## src/rtl/ext_irq_ctrl.sv

```systemverilog
// Lite platform-level interrupt controller: level gateways, per-context priority
// arbitration and claim/complete, exposed through a word-wide register port.
module ext_irq_ctrl #(
  parameter int NSRC   = 8,
  parameter int PRIO_W = 3
) (
  input  logic              clk,
  input  logic              rst,
  input  logic [NSRC-1:0]   irq_src,
  input  logic              reg_re,
  input  logic              reg_we,
  input  logic [7:0]        reg_addr,
  input  logic [31:0]       reg_wdata,
  output logic [31:0]       reg_rdata,
  output logic              reg_ack,
  output logic              m_ext_int,
  output logic              s_ext_int
);

  localparam int ID_W = $clog2(NSRC + 1);

  // Register port: a request (reg_re or reg_we, never both) is sampled on a
  // posedge and answered by a one-cycle reg_ack with reg_rdata on the next cycle.

  logic [PRIO_W-1:0] prio [1:NSRC];
  logic [NSRC:1]     pending, in_flight, m_en, s_en;
  logic [PRIO_W-1:0] m_thr, s_thr;
  logic [ID_W-1:0]   m_best_q, s_best_q, m_best_c, s_best_c;
  logic [PRIO_W-1:0] m_bp, s_bp;
  logic              m_hit, s_hit, m_claim, s_claim;
  logic [NSRC:1]     clm_vec, cmp_vec;
  logic [31:0]       rd_c;

  // Seeding the running best with the threshold admits only prio > threshold;
  // a strict compare keeps the lowest ID on ties.
  always_comb begin
    m_best_c = '0;
    s_best_c = '0;
    m_bp     = m_thr;
    s_bp     = s_thr;
    for (int i = 1; i <= NSRC; i++) begin
      if (pending[i] && m_en[i] && prio[i] > m_bp) begin
        m_bp     = prio[i];
        m_best_c = ID_W'(i);
      end
      if (pending[i] && s_en[i] && prio[i] > s_bp) begin
        s_bp     = prio[i];
        s_best_c = ID_W'(i);
      end
    end
  end

  // A claim only succeeds if the registered winner is still pending; this makes
  // a claim racing a just-claimed ID return 0 with no side effect.
  always_comb begin
    m_hit = 1'b0;
    s_hit = 1'b0;
    for (int i = 1; i <= NSRC; i++) begin
      if (m_best_q == ID_W'(i) && pending[i]) m_hit = 1'b1;
      if (s_best_q == ID_W'(i) && pending[i]) s_hit = 1'b1;
    end
    m_claim = reg_re && (reg_addr == 8'h94) && m_hit;
    s_claim = reg_re && (reg_addr == 8'h98) && s_hit && !(m_claim && m_best_q == s_best_q);
    clm_vec = '0;
    cmp_vec = '0;
    for (int i = 1; i <= NSRC; i++) begin
      clm_vec[i] = (m_claim && m_best_q == ID_W'(i)) || (s_claim && s_best_q == ID_W'(i));
      cmp_vec[i] = reg_we && (reg_addr == 8'h94 || reg_addr == 8'h98) &&
                   (reg_wdata == 32'(i)) && in_flight[i];
    end
  end

  always_comb begin
    rd_c = '0;
    for (int i = 1; i <= NSRC; i++) begin
      if (reg_addr == 8'(4 * i)) rd_c = 32'(prio[i]);
    end
    case (reg_addr)
      8'h80:   rd_c = 32'({pending, 1'b0});
      8'h84:   rd_c = 32'({m_en, 1'b0});
      8'h88:   rd_c = 32'({s_en, 1'b0});
      8'h8C:   rd_c = 32'(m_thr);
      8'h90:   rd_c = 32'(s_thr);
      8'h94:   rd_c = m_claim ? 32'(m_best_q) : '0;
      8'h98:   rd_c = s_claim ? 32'(s_best_q) : '0;
      default: ;
    endcase
  end

  always_ff @(posedge clk) begin
    if (!rst) begin
      for (int i = 1; i <= NSRC; i++) prio[i] <= '0;
      pending   <= '0;
      in_flight <= '0;
      m_en      <= '0;
      s_en      <= '0;
      m_thr     <= '0;
      s_thr     <= '0;
      m_best_q  <= '0;
      s_best_q  <= '0;
      m_ext_int <= 1'b0;
      s_ext_int <= 1'b0;
      reg_ack   <= 1'b0;
      reg_rdata <= '0;
    end else begin
      reg_ack   <= reg_re | reg_we;
      reg_rdata <= reg_re ? rd_c : '0;
      if (reg_we) begin
        for (int i = 1; i <= NSRC; i++) begin
          if (reg_addr == 8'(4 * i)) prio[i] <= reg_wdata[PRIO_W-1:0];
        end
        case (reg_addr)
          8'h84:   m_en  <= reg_wdata[NSRC:1];
          8'h88:   s_en  <= reg_wdata[NSRC:1];
          8'h8C:   m_thr <= reg_wdata[PRIO_W-1:0];
          8'h90:   s_thr <= reg_wdata[PRIO_W-1:0];
          default: ;
        endcase
      end
      // Gateway: a claim takes precedence over a same-cycle set.
      for (int i = 1; i <= NSRC; i++) begin
        if (clm_vec[i]) begin
          pending[i]   <= 1'b0;
          in_flight[i] <= 1'b1;
        end else begin
          if (irq_src[i-1] && !in_flight[i] && !pending[i]) pending[i] <= 1'b1;
          if (cmp_vec[i]) in_flight[i] <= 1'b0;
        end
      end
      m_best_q  <= m_best_c;
      s_best_q  <= s_best_c;
      m_ext_int <= (m_best_c != '0);
      s_ext_int <= (s_best_c != '0);
    end
  end

endmodule
```

## config.mk

```make
export PLATFORM = sky130hd
export DESIGN_NAME = ext_irq_ctrl
export DESIGN_NICKNAME = d
export VERILOG_FILES = /design/src/rtl/ext_irq_ctrl.sv
export SDC_FILE = /design/constraint.sdc
export NUM_CORES = 1
export LEC_CHECK = 0
export BUFFER_PORTS_ARGS = -buffer_cell sky130_fd_sc_hd__clkbuf_2
export CORE_MARGIN = 8
export CORE_UTILIZATION = 53
export DETAILED_ROUTE_END_ITERATION = 12
export HOLD_SLACK_MARGIN = 0.05
export PLACE_DENSITY = 0.84
export SYNTH_ARGS = -nofsm -noshare
export SYNTH_HDL_FRONTEND = slang
export SYNTH_SLANG_ARGS = --single-unit
export TNS_END_PERCENT = 5
```

## constraint.sdc

```tcl
create_clock -name clk -period 13.2 [get_ports clk]
set_input_delay 1.98 -clock clk [delete_from_list [all_inputs] [get_ports clk]]
set_output_delay 1.98 -clock clk [all_outputs]
set_load 0.03 [all_outputs]
```

==> flow_metrics.tcl, run 1 <==
set metrics [dict create \
    die_h_um 121 \
    num-fill-cells 980 \
    min_period_ps 11150 \
    synthTopCellsByArea "dfxtp_1 (20%), edfxtp_1 (12%), ha_1 (6.0%)" \
    status "finished clean" \
    endpoint "m_best_q[0]" \
    cts_buffers 9 \
    multiInputGateArea_mm2 0.00365 \
    ys_warn_count 0 \
    yosysSeqAreaShare_pct 32.1 \
    rsz0062_at_grt "no" \
    core_area_mm2 0.0108 \
    avgSynthCellArea_um2 7.90 \
    drt-pass1-iter-count 6 \
    netlist.area_leader.share_pct 19.8 \
    reg2reg_from "prio[0][4]" \
    synth_ff_type "dfxtp_1" \
    drt_iter0_drc 919 \
    cts_tree "built" \
    cts_max_path_buffers 2 \
    postRouteAntennaNets 0 \
    remaining_drc_errors 0 \
    crit_path_end_kind "register" \
    die_x_um 121 \
    fin_crit_sh_pct 84.5 \
    htreeDepth 3 \
    grt_pass1_vias 5445 \
    cap_violations 0 \
    synth_area_mm2 0.00586 \
    ctsHoldBuffers 0 \
    crit_fanout 7 \
    tightest_slew_ps 1160 \
    pin_count 87 \
    arrival_ps 11480 \
    grt-ovfl-total 0 \
    gp_congestion 1.00 \
    finalNonFillerCells 935 \
    area_growth_pct 8.77 \
    diodes 0 \
    track_usage_pct 24.1 \
    final_hold_viol_count 0 \
    grt_max_degree 42 \
    ys_seq_elements 82 \
    synth_async_sr_flop_share_pct 0 \
    vias_per_cell 6.34 \
    postLayoutCoreUtil_pct 58.8 \
    yosysUniqueCellTypes 75 \
    maxSlewHeadroom_pct 22.3 \
    finalSetupViolations 0 \
    critPathMaxStageDelay_ps 680 \
    drive_gt1_share_pct 13.3 \
    worst-r2r-setup-slack_ps 2050 \
    start_util_pct 54.1 \
    layout.area.seq_mm2 0.00188 \
    tns_ps 0 \
    leakage_nw 2.45 \
    worstSetupPathType "reg -> reg" \
    hold_class "reg -> reg" \
    vias 5930 \
    finalPower_mw 0.532 \
    fin_ws_ps 2050 \
    cts.sinks 82 \
    cts_resized 0 \
    nNetsFinal 870 \
    dp_slack_ps 2210 \
    rows 38 \
    fp.dieArea_mm2 0.0147 \
    routedWlPerCell_um 19.1 \
    grt_pass1_wl_um 28200 \
    fmaxAchievable_mhz 89.7 \
    startpoint "prio[0][4]" \
    slowest_stage "a311oi_1" \
    clock_skew_ps 10.0 \
    clk_pin_slew_worst_paths_ps 100 \
    cp.required_ps 13520 \
    synth-edff-count 24 \
    antenna_found_initial 0 \
    cp-start-kind "register" \
    dp_hpwl_um 13800 \
    cp_common_cell "ha_1" \
    cts_root_buf "clkbuf_8" \
    p_per_area_mw_per_mm2 83.4 \
    timing.rr.end "m_best_q[0]" \
    yosysTopAreaCell "dfxtp_1" \
    ir_drop_v 0.0000564 \
    portBuffers 63 \
    wirelength_um 17900 \
    drv_slew 0 \
    syn_inst 742 \
    worstSkewPairLatency_ps 380 \
    cts_setup_buffers 0 \
    r2r_cells 52 \
    dpl.cell_count 919 \
]
## metal layers
layer | wire, um | GRT usage, % | vias up | part of all wire (%)
met3 | 1750 | 5.40 | 64 | 9.8
met2 | 8110 | 37.1 | 384 | 45
li1 | - | - | 2784 | -
met1 | 7210 | 31.1 | 2696 | 40
met4 | 790 | 12.6 | 2 | 4.4
met5 | 34 | 0 | - | 0.19
## power breakdown
part	internal [mW]	switching, mW	total, mW
Sequential	0.265	0.0121	0.277
Clock	0.0910	0.107	0.198
Combinational	0.0182	0.0390	0.0572
Total	0.374	0.158	0.532
## critical path: cells and delay by family (launching register included)
family	cells	cell delay, ps
and+or+nand+nor	17	1850
buffers and inverters	4	340
DFF	1	510
adders and majority gates	11	3340
muxes	4	1390
AOI/OAI and AO/OA	16	3640
## worst min path at each step
| stage | startpoint | cells past startpoint | endpoint |
|---|---|---|---|
| after CTS | in_flight[4] | 2 | in_flight[4] |
| after detailed placement | in_flight[4] | 2 | in_flight[4] |
| after global routing | in_flight[8] | 2 | in_flight[8] |
| final | in_flight[4] | 2 | in_flight[4] |
| after floorplan | in_flight[4] | 2 | in_flight[4] |
| after global placement | in_flight[4] | 2 | in_flight[4] |
## placed cells by master, fill, tap and decap left out, types with 12 or more instances in the layout
cell	n
clkbuf_2	63
a21oi_1	58
nor4_1	12
nand3_1	49
inv_1	36
dfxtp_1	58
edfxtp_1	24
nor2b_1	13
nor3_1	16
o21ai_0	28
conb_1	23
ha_1	28
nand2_1	74
nor2_1	90
nor3b_1	15
and2_1	12
## cell usage after synthesis, types with 9 or more instances
cell and number:
nor3_1 16, buf_4 25, a21oi_1 58, edfxtp_1 24, nand2_1 74, inv_1 36
dfxtp_1 58, nor3b_1 15, a21o_1 9, nand2b_1 11, o21ai_0 28, nor2_1 90
a31oi_1 11, and2_1 12, nand3_1 49, nor2b_1 13, ha_1 28, nor4_1 12
clkbuf_1 24
## through the flow
stage	hold WS (ps)	cell area, um2
finish	474	6380
detailed placement	455	6170
global route	503	6380
floorplan	436	5940
global placement	443	6170
CTS	470	6380
## flip-flops by register name, summed over array words and instances, names as in the netlist
register	cells
s_best_q	4
m_en	8
prio	24
s_en	8
m_ext_int	1
m_thr	3
reg_ack	1
in_flight	8
m_best_q	4
pending	8
reg_rdata	9
s_ext_int	1
s_thr	3
## kinds of logic after synthesis
group	Yosys count	share of synthesized area, %
simple gates	330	27.7
compound gates	194	22.8
buf+inv	86	7.11
flops	82	32.1
fa+ha+maj	32	6.68
mux	17	3.56
other cells	1	0.0640
## layout make-up
type / instances / area share, %
clock inverters: 7 / 1.31
multi-input cells: 596 / 57.2
clock buffers: 9 / 1.94
well taps: 140 / 2.75
flip-flops and latches: 82 / 29.5
repair buffers: 65 / 5.18
inverters: 36 / 2.12
Note: power is estimated with default switching activity, not from simulation.
==> inputs of run 2 (changes only) <==
==> constraint.sdc (replaced) <==
create_clock -name clk -period 10.86 [get_ports clk]
set_input_delay 1.629 -clock clk [delete_from_list [all_inputs] [get_ports clk]]
set_output_delay 1.629 -clock clk [all_outputs]
set_load 0.03 [all_outputs]
==> flow_metrics.tcl, run 2 (synthesis gave the netlist of run 1 again) <==
set metrics [dict create \
    dp_hpwl_um 14000 \
    cts_tree "built" \
    p_seq_share_pct 53.3 \
    slowest_stage "edfxtp_1" \
    num-fill-cells 980 \
    portBuffers 63 \
    dp_slack_ps 142 \
    worstSkewPairLatency_ps 370 \
    tightest_slew_ps 1260 \
    cts_buffers 9 \
    postLayoutCoreUtil_pct 61.0 \
    status "finished clean" \
    p_per_area_mw_per_mm2 95.3 \
    timing.rr.end "m_best_q[1]" \
    p_comb_share_pct 12.0 \
    gp_congestion 1.03 \
    crit_path_end_kind "register" \
    fin_ws_ps 467 \
    worst-r2r-setup-slack_ps 470 \
    intPower_mw 0.434 \
    vias 6152 \
    arrival_ps 10700 \
    largest_registers "prio: 24 flops, reg_rdata: 9 flops" \
    switching_share_pct 31.1 \
    grt-ovfl-total 0 \
    core_area_mm2 0.0108 \
    diodes 0 \
    pin_count 87 \
    grt_pass1_wl_um 29000 \
    largest_reg_flops 24 \
    clkPwrFrac_pct 34.7 \
    endpoint "m_best_q[1]" \
    grt_pass1_vias 5655 \
    fp.dieArea_mm2 0.0147 \
    remaining_drc_errors 0 \
    final_hold_viol_count 0 \
    fmaxAchievable_mhz 96.2 \
    layout_commonest_cell "nor2_1" \
    ir_drop_v 0.0000858 \
    drt-pass1-iter-count 8 \
    r2r_cells 55 \
    start_util_pct 54.1 \
    crit_fanout 6 \
    finalSetupViolations 0 \
    fin_crit_sh_pct 95.7 \
    rows 38 \
    vias_per_cell 6.47 \
    wirelength_um 18600 \
    top_register "prio" \
    area_growth_pct 12.7 \
    reg2reg_from "prio[0][4]" \
    postRouteAntennaNets 0 \
    critPathMaxStageDelay_ps 400 \
    cts_max_path_buffers 2 \
    maxSlewHeadroom_pct 15.7 \
    drive_gt1_share_pct 18.4 \
    track_usage_pct 24.5 \
    hold_class "reg -> reg" \
    cp.required_ps 11170 \
    cp_common_cell "ha_1" \
    ctsHoldBuffers 0 \
    cp-start-kind "register" \
    startpoint "prio[0][4]" \
    min_period_ps 10390 \
    clock_skew_ps 11.7 \
    drt_iter0_drc 844 \
    die_h_um 121 \
    cts.sinks 82 \
    leakage_nw 2.56 \
    power.switching_mw 0.196 \
    hold_ws_ps 468 \
    layout_common_cells "nor2_1 (88), nand2_1 (71), clkbuf_2 (63)" \
    cap_violations 0 \
    htreeDepth 3 \
    routedWlPerCell_um 19.5 \
    nNetsFinal 886 \
    cts_root_buf "clkbuf_8" \
    clk_pin_slew_worst_paths_ps 100 \
    die_x_um 121 \
    drv_slew 0 \
    worstSetupPathType "reg -> reg" \
    grt_max_degree 42 \
    antenna_found_initial 0 \
]
run 2: what timing repair did:
action                     CTS  global route
setup endpoints to repair    1            10
resized for setup            1            32
pin swaps                    0             7
setup buffers                0             6
run 2: how the worst min path moves through the flow:
stage | startpoint | end | slack [ps] | depth (start not counted)
after CTS | in_flight[8] | in_flight[8] | 470 | 2
after floorplan | in_flight[4] | in_flight[4] | 440 | 2
after global placement | in_flight[4] | in_flight[4] | 440 | 2
after detailed placement | in_flight[8] | in_flight[8] | 450 | 2
after global routing | in_flight[4] | in_flight[4] | 500 | 2
final | in_flight[4] | in_flight[4] | 470 | 2
run 2: critical path: cells and delay by family, from the launching register on:
| kind | cells | cell delay, ps |
|---|---|---|
| adder cells (fa/ha/maj) | 11 | 3160 |
| buffers and inverters | 5 | 480 |
| multiplexers | 3 | 1040 |
| flip-flops | 1 | 400 |
| AND/OR/NAND/NOR | 19 | 1870 |
| AO/OA/AOI/OAI | 17 | 3340 |
run 2: layer usage:
layer / part of all wire (%) / wire, um / GRT usage, %
met5: 0 / 0 / 0
met4: 3.8 / 703 / 11.3
met3: 8.4 / 1560 / 4.19
met2: 47 / 8770 / 39.5
met1: 41 / 7530 / 31.5
run 2: cell type report:
class / instances / area (um2) / area share [%]
timing repair buffer: 81 / 450 / 6.82
clock inverter: 7 / 58.8 / 0.890
sequential: 82 / 1880 / 28.5
clock buffer: 9 / 124 / 1.87
tap: 140 / 175 / 2.65
multi-input combinational: 596 / 3780 / 57.2
inverter: 36 / 135 / 2.05
run 2: power by group through the flow:
stage               Sequential, mW  Combinational (mW)  Clock [mW]
floorplan                    0.335              0.0546           0
CTS                          0.334              0.0706       0.218
finish                       0.336              0.0758       0.218
detailed placement           0.341              0.0701           0
global route                 0.336              0.0822       0.230
global placement             0.341              0.0693           0
run 2: metrics by stage:
stage	setup TNS, ps	area (um2)	total power [mW]	std cells
2_1_floorplan	0	5940	0.389	764
3_3_place_gp	0	6240	0.411	929
3_5_place_dp	0	6240	0.411	929
4_1_cts	0	6430	0.623	945
5_1_grt	-239	6610	0.649	951
6_report	0	6610	0.630	951
